**src/rtl/tt_sweep_pkg.sv**
```systemverilog
// tt_sweep_pkg: shared widths, sweep FSM states and the in-flight sample tag
// Contents:
//   N_IN          number of function inputs
//   TT_W          truth-table width (2**N_IN)
//   sweep_state_e sweep controller states
//   sample_t      {valid, index} tag carried alongside the function latency
package tt_sweep_pkg;
    localparam int N_IN = 7;
    localparam int TT_W = 2 ** N_IN;

    typedef enum logic [1:0] {
        S_IDLE,
        S_SWEEP,
        S_DRAIN,
        S_DONE
    } sweep_state_e;

    typedef struct packed {
        logic            valid;
        logic [N_IN-1:0] idx;
    } sample_t;
endpackage

```
**src/rtl/tt_sample_pipe.sv**
```systemverilog
// tt_sample_pipe: DEPTH-deep shift register of {valid, index} tags matching the function latency
// Ports:
//   clk      in   clock, rising edge
//   rst_n    in   asynchronous active-low reset
//   i_flush  in   synchronous clear of every stage
//   i_sample in   tag for the vector issued this cycle
//   o_sample out  tag for the vector whose result is on f_out this cycle
module tt_sample_pipe
    import tt_sweep_pkg::*;
#(
    parameter int DEPTH = 0
) (
    input  logic    clk,
    input  logic    rst_n,
    input  logic    i_flush,
    input  sample_t i_sample,
    output sample_t o_sample
);
    if (DEPTH == 0) begin : g_pass
        logic w_unused;
        assign w_unused = &{1'b0, clk, rst_n, i_flush};
        assign o_sample = i_sample;
    end else begin : g_pipe
        sample_t r_stage [DEPTH];
        always_ff @(posedge clk or negedge rst_n) begin
            if (!rst_n) begin
                for (int i = 0; i < DEPTH; i++) r_stage[i] <= '0;
            end else if (i_flush) begin
                for (int i = 0; i < DEPTH; i++) r_stage[i] <= '0;
            end else begin
                r_stage[0] <= i_sample;
                for (int i = 1; i < DEPTH; i++) r_stage[i] <= r_stage[i-1];
            end
        end
        assign o_sample = r_stage[DEPTH-1];
    end
endmodule

```
**src/rtl/tt_sweep_capture.sv**
```systemverilog
// tt_sweep_capture: sweeps all 2**N_IN input vectors and captures the function's truth table
// Ports:
//   clk    in   clock, rising edge
//   rst_n  in   asynchronous active-low reset
//   start  in   begin a sweep (honoured in IDLE or DONE)
//   abort  in   synchronous cancel back to IDLE, no done
//   x      out  input vector driven to the function under test
//   f_out  in   function output for the x issued DUT_LAT cycles earlier
//   busy   out  high from first issued vector until last sample captured
//   done   out  one-cycle pulse when the table is complete
//   tt     out  captured table, tt[i] = f(x=i)
//   ones   out  popcount of tt
//   match  out  tt == EXPECTED, valid from done until next start
// N_IN must equal tt_sweep_pkg::N_IN since the sample tag width comes from the package.
module tt_sweep_capture
    import tt_sweep_pkg::*;
#(
    parameter int                   N_IN     = 7,
    parameter int                   DUT_LAT  = 0,
    parameter logic [2**N_IN-1:0]   EXPECTED = '0
) (
    input  logic                 clk,
    input  logic                 rst_n,
    input  logic                 start,
    input  logic                 abort,
    output logic [N_IN-1:0]      x,
    input  logic                 f_out,
    output logic                 busy,
    output logic                 done,
    output logic [2**N_IN-1:0]   tt,
    output logic [N_IN:0]        ones,
    output logic                 match
);
    localparam int TW = 2 ** N_IN;

    sweep_state_e    r_state, w_next;
    logic [N_IN:0]   r_cnt, w_cnt_next;
    logic [TW-1:0]   r_tt, w_tt_next;
    logic [N_IN:0]   r_ones, w_ones_next;
    logic            r_done, r_match;
    logic            w_start, w_last, w_drained, w_enter;
    sample_t         w_issue, w_sample;

    assign w_start   = start && !abort && (r_state == S_IDLE || r_state == S_DONE);
    assign w_last    = r_cnt == (N_IN+1)'(TW - 1);
    // The counter keeps running through DRAIN, so drain end is an absolute count.
    assign w_drained = r_cnt == (N_IN+1)'(TW + DUT_LAT - 1);
    assign w_enter   = w_next == S_DONE && r_state != S_DONE;

    always_comb begin
        w_next     = r_state;
        w_cnt_next = r_cnt;
        case (r_state)
            S_IDLE, S_DONE: begin
                if (w_start) begin
                    w_next     = S_SWEEP;
                    w_cnt_next = '0;
                end
            end
            S_SWEEP: begin
                w_cnt_next = r_cnt + 1'b1;
                if (w_last) w_next = DUT_LAT > 0 ? S_DRAIN : S_DONE;
            end
            S_DRAIN: begin
                w_cnt_next = r_cnt + 1'b1;
                if (w_drained) w_next = S_DONE;
            end
            default: w_next = S_IDLE;
        endcase
        if (abort) begin
            w_next     = S_IDLE;
            w_cnt_next = '0;
        end
    end

    assign w_issue.valid = r_state == S_SWEEP;
    assign w_issue.idx   = r_cnt[N_IN-1:0];

    tt_sample_pipe #(.DEPTH(DUT_LAT)) u_pipe (
        .clk      (clk),
        .rst_n    (rst_n),
        .i_flush  (abort),
        .i_sample (w_issue),
        .o_sample (w_sample)
    );

    // Capture is not gated by abort: a sample already emerging is kept as partial content.
    always_comb begin
        w_tt_next   = r_tt;
        w_ones_next = r_ones;
        if (w_start) begin
            w_tt_next   = '0;
            w_ones_next = '0;
        end else if (w_sample.valid) begin
            w_tt_next[w_sample.idx] = f_out;
            w_ones_next             = r_ones + {{N_IN{1'b0}}, f_out};
        end
    end

    always_ff @(posedge clk or negedge rst_n) begin
        if (!rst_n) begin
            r_state <= S_IDLE;
            r_cnt   <= '0;
            r_tt    <= '0;
            r_ones  <= '0;
            r_done  <= 1'b0;
            r_match <= 1'b0;
        end else begin
            r_state <= w_next;
            r_cnt   <= w_cnt_next;
            r_tt    <= w_tt_next;
            r_ones  <= w_ones_next;
            r_done  <= w_enter;
            // Compare against the next table so the final capture is included on DONE entry.
            r_match <= (w_start || abort) ? 1'b0 : w_enter ? (w_tt_next == EXPECTED) : r_match;
        end
    end

    assign x     = r_state == S_SWEEP ? r_cnt[N_IN-1:0] : '0;
    assign busy  = r_state == S_SWEEP || r_state == S_DRAIN;
    assign done  = r_done;
    assign tt    = r_tt;
    assign ones  = r_ones;
    assign match = r_match;
endmodule

```
**config.mk**
```make
export PLATFORM = sky130hd
export DESIGN_NAME = tt_sweep_capture
export DESIGN_NICKNAME = d
export VERILOG_FILES = /design/src/rtl/tt_sweep_pkg.sv /design/src/rtl/tt_sample_pipe.sv /design/src/rtl/tt_sweep_capture.sv
export SDC_FILE = /design/constraint.sdc
export NUM_CORES = 1
export LEC_CHECK = 0
export CAP_MARGIN = 20
export CORE_MARGIN = 1
export CORE_UTILIZATION = 47
export CTS_CLUSTER_DIAMETER = 200
export DETAILED_ROUTE_END_ITERATION = 6
export PLACE_DENSITY = 0.86
export SYNTH_ARGS = -nofsm -noshare
export SYNTH_HDL_FRONTEND = slang
export SYNTH_SLANG_ARGS = --single-unit
```
**constraint.sdc**
```tcl
create_clock -name clk -period 2.4 [get_ports clk]
set_input_delay 0.36 -clock clk [delete_from_list [all_inputs] [get_ports clk]]
set_output_delay 0.36 -clock clk [all_outputs]
set_load 0.01 [all_outputs]
```
==> impl_metrics.tcl <==
set metrics [dict create \
    outcome "finished with violations" \
    violations "negative setup slack" \
    root_buffer "clkbuf_16" \
    crit_fanout 13 \
    core_mm2 0.0154 \
    ys_types 53 \
    ys_seq_area_share_pct 49.5 \
    postRouteAntennaNets 0 \
    worst-path-buf-inv 4 \
    viasPerCell 6.40 \
    final_cell_mix "195 x buf_4, 148 x dfrtp_1, 146 x clkdlybuf4s50_1" \
    postLayoutCoreUtil_pct 75.1 \
    hold_viol 0 \
    min_path_type "in2reg" \
    grt_pass1_vias 8350 \
    slew_headroom_pct 46.6 \
    cts_inserted_buffers 17 \
    netlist_instances 793 \
    synth-seq-cells 148 \
    gp_congestion 0.924 \
    hold_slack_ps 423 \
    max_freq_mhz 334 \
    io_pins 151 \
    grt_max_degree 70 \
    critPathLaunchType "flip-flop" \
    wl_per_cell_um 22.6 \
    period_needed_ps 2990 \
    powerDensity_mw_per_mm2 509 \
    htree_levels 4 \
    seqCellArea_mm2 0.00370 \
    grt_first_pass_wirelength_mm 46.0 \
    syn_avg_cell_area_um2 9.44 \
    layout_commonest_cell "buf_4" \
    cts.sinks 148 \
    fp-row-count 45 \
    n_fill_cell 970 \
    initial_core_util_pct 48.7 \
    peakVddDrop_mv 0.537 \
    grt_overflow 0 \
    num_vias 8483 \
    finalPower_uw 5880 \
    worst-setup-path-type "reg2reg" \
    antenna_found_initial 0 \
    leakage_uw 0.00533 \
    die_w_um 128 \
    clk_pin_slew_ps 70 \
    fin_area_mm2 0.0115 \
    cts_tree "built" \
    cp-end-kind "flip-flop" \
    firstDrtPassIters 7 \
    drive_above_1_share_pct 27.0 \
    cp.arrival_ps 3370 \
    port_buffers 150 \
    insertion_delay_ps 440 \
    totalWireLength_mm 30.0 \
    rsz0062_at_grt "yes" \
    crit_top_cell "buf_6" \
    syn-num-nets 803 \
    synth_area_mm2 0.00748 \
    fin_skew_ps 10.7 \
    worst_slew_pin_slew_ps 790 \
    max_stage_delay_ps 390 \
    diodes 0 \
    final.setup.tns_ps -595 \
    dp_hpwl_mm 19.2 \
    slew_violations 0 \
    yosysWarnings 0 \
    cpMaxStageDelayCell "dfrtp_1" \
    crit_family "simple AND/OR/NAND/NOR gates" \
    multi_input_comb_area_mm2 0.00359 \
    initialDrtViolationCount 1372 \
    die_area_mm2 0.0164 \
    cp_cell_sequence "inv_2 > ha_4 > buf_6 > nor4bb_4 > buf_4 > buf_6 > nand2_1 > nand3_1 > o21ai_1 > nor4_1 > and4_1 > nand4_1 > o21ai_2" \
    synthToLayoutAreaGrowth_pct 54.3 \
    timing.final.crit_share_pct 125 \
    cap_violations 0 \
    setup_slack_ps -595 \
    fp.dieH_um 128 \
    cp_data_required_time_ps 2770 \
    setup_viol 1 \
    clockBufferDepth 2 \
    grt_use_total_pct 37.1 \
    nets 1111 \
    postPlaceCellArea_mm2 0.0106 \
    drc 0 \
]
==> cells by family (layout without fill, tap and decap cells) <==
kind of cell / Yosys count / in the layout / share of synthesized area [%]
muxes: 53 / 53 / 7.09
DFF: 148 / 148 / 49.5
xor gates and xnor gates: 5 / 5 / 0.585
AOI/OAI and AO/OA: 157 / 157 / 11.4
buffers and inverters: 84 / 405 / 5.50
adders and majority gates: 5 / 5 / 0.836
and+or+nand+nor: 341 / 341 / 25.1
==> path summary, 6_finish.rpt <==
check / startpoint / end / slack, ps / depth (start not counted)
max: r_state[1] / match / -590 / 13
min: f_out / ones[0] / 420 / 4
max in group asynchronous: rst_n / tt[58] / 1240 / 3
max reg2reg: r_state[1] / match / -590 / 13
min in group asynchronous: rst_n / tt[102] / 470 / 2
min reg2reg: ones[7] / ones[7] / 560 / 2
==> tightest hold or removal path, delay by kind of cell <==
kind	cells	cell delay [ps]
muxes	1	60
buffers and inverters	1	160
adders and majority gates	1	150
and+or+nand+nor	1	90
==> per-stage QoR <==
stage	setup slack, ps	instances
final	-595	1325
after global routing	-670	1325
after CTS	-253	1322
after detailed placement	-500	1278
after global placement	-429	1276
after floorplan	2.53	793
==> state kept, by name (all words and copies together) (netlist names) <==
name     count
r_state      2
tt         128
match        1
r_cnt        8
ones         8
done         1
==> synthesized netlist by cell type (all sizes together) <==
| library cell | number | area (um^2) |
|---|---|---|
| mux2i | 53 | 531 |
| o31ai | 6 | 45.0 |
| nor2b | 1 | 6.26 |
| and4bb | 2 | 25.0 |
| a22oi | 1 | 7.51 |
| nand4bb | 6 | 100 |
| or4b | 3 | 33.8 |
| nand3 | 70 | 350 |
| a31o | 3 | 26.3 |
| a21oi | 73 | 365 |
| nand2 | 141 | 529 |
| o211ai | 7 | 57.6 |
| and3 | 2 | 12.5 |
| inv | 3 | 11.3 |
| xor2 | 5 | 43.8 |
| nor3 | 1 | 5.00 |
| nor4 | 32 | 206 |
| nor4bb | 7 | 70.1 |
| clkinv | 1 | 3.75 |
| a311oi | 1 | 8.76 |
| a31oi | 2 | 12.5 |
| nor4b | 5 | 92.6 |
| nor2 | 24 | 92.6 |
| and4b | 8 | 80.1 |
| nand4b | 5 | 43.8 |
| buf | 44 | 260 |
| a211oi | 1 | 7.51 |
| or4 | 3 | 22.5 |
| and4 | 2 | 17.5 |
| and2 | 7 | 43.8 |
| nand4 | 12 | 81.3 |
| o21ai | 62 | 314 |
| nand2b | 2 | 12.5 |
| nand3b | 3 | 22.5 |
| a211o | 1 | 8.76 |
| clkbuf | 36 | 136 |
| ha | 5 | 62.6 |
| dfrtp | 148 | 3700 |
| or3 | 5 | 31.3 |
==> final cells by class <==
cell class / count / area share [%]
tap: 211 / 2.29
sequential: 148 / 32.1
inverter: 4 / 0.141
clock inverter: 13 / 1.38
clock buffer: 19 / 3.84
multi-input combinational: 561 / 31.1
timing repair buffer: 369 / 29.2
==> layer usage <==
| layer | GRT usage [%] | vias up | part of all wire, % |
|---|---|---|---|
| met3 | 11.3 | 206 | 12 |
| met1 | 45.2 | 4046 | 35 |
| met4 | 21.8 | 0 | 6.3 |
| met5 | 0 | - | 0 |
| met2 | 58.2 | 782 | 47 |
| li1 | - | 3449 | - |
==> where the power goes <==
group | switching, uW | internal [uW] | leakage (uW)
clock | 1130 | 1660 | 0.000277
sequential | 22.6 | 2520 | 0.00206
combinational | 311 | 240 | 0.00299
==> timing repair <==
action / CTS / global route
setup buffers: 12 / 5
hold buffers: 1 / 0
setup endpoints to repair: 2 / 8
gates resized for setup: 38 / 11
endpoints found under the hold margin: 53 / 0
pin swaps: 22 / 6
No activity file was read; power rests on OpenSTA's default activity.
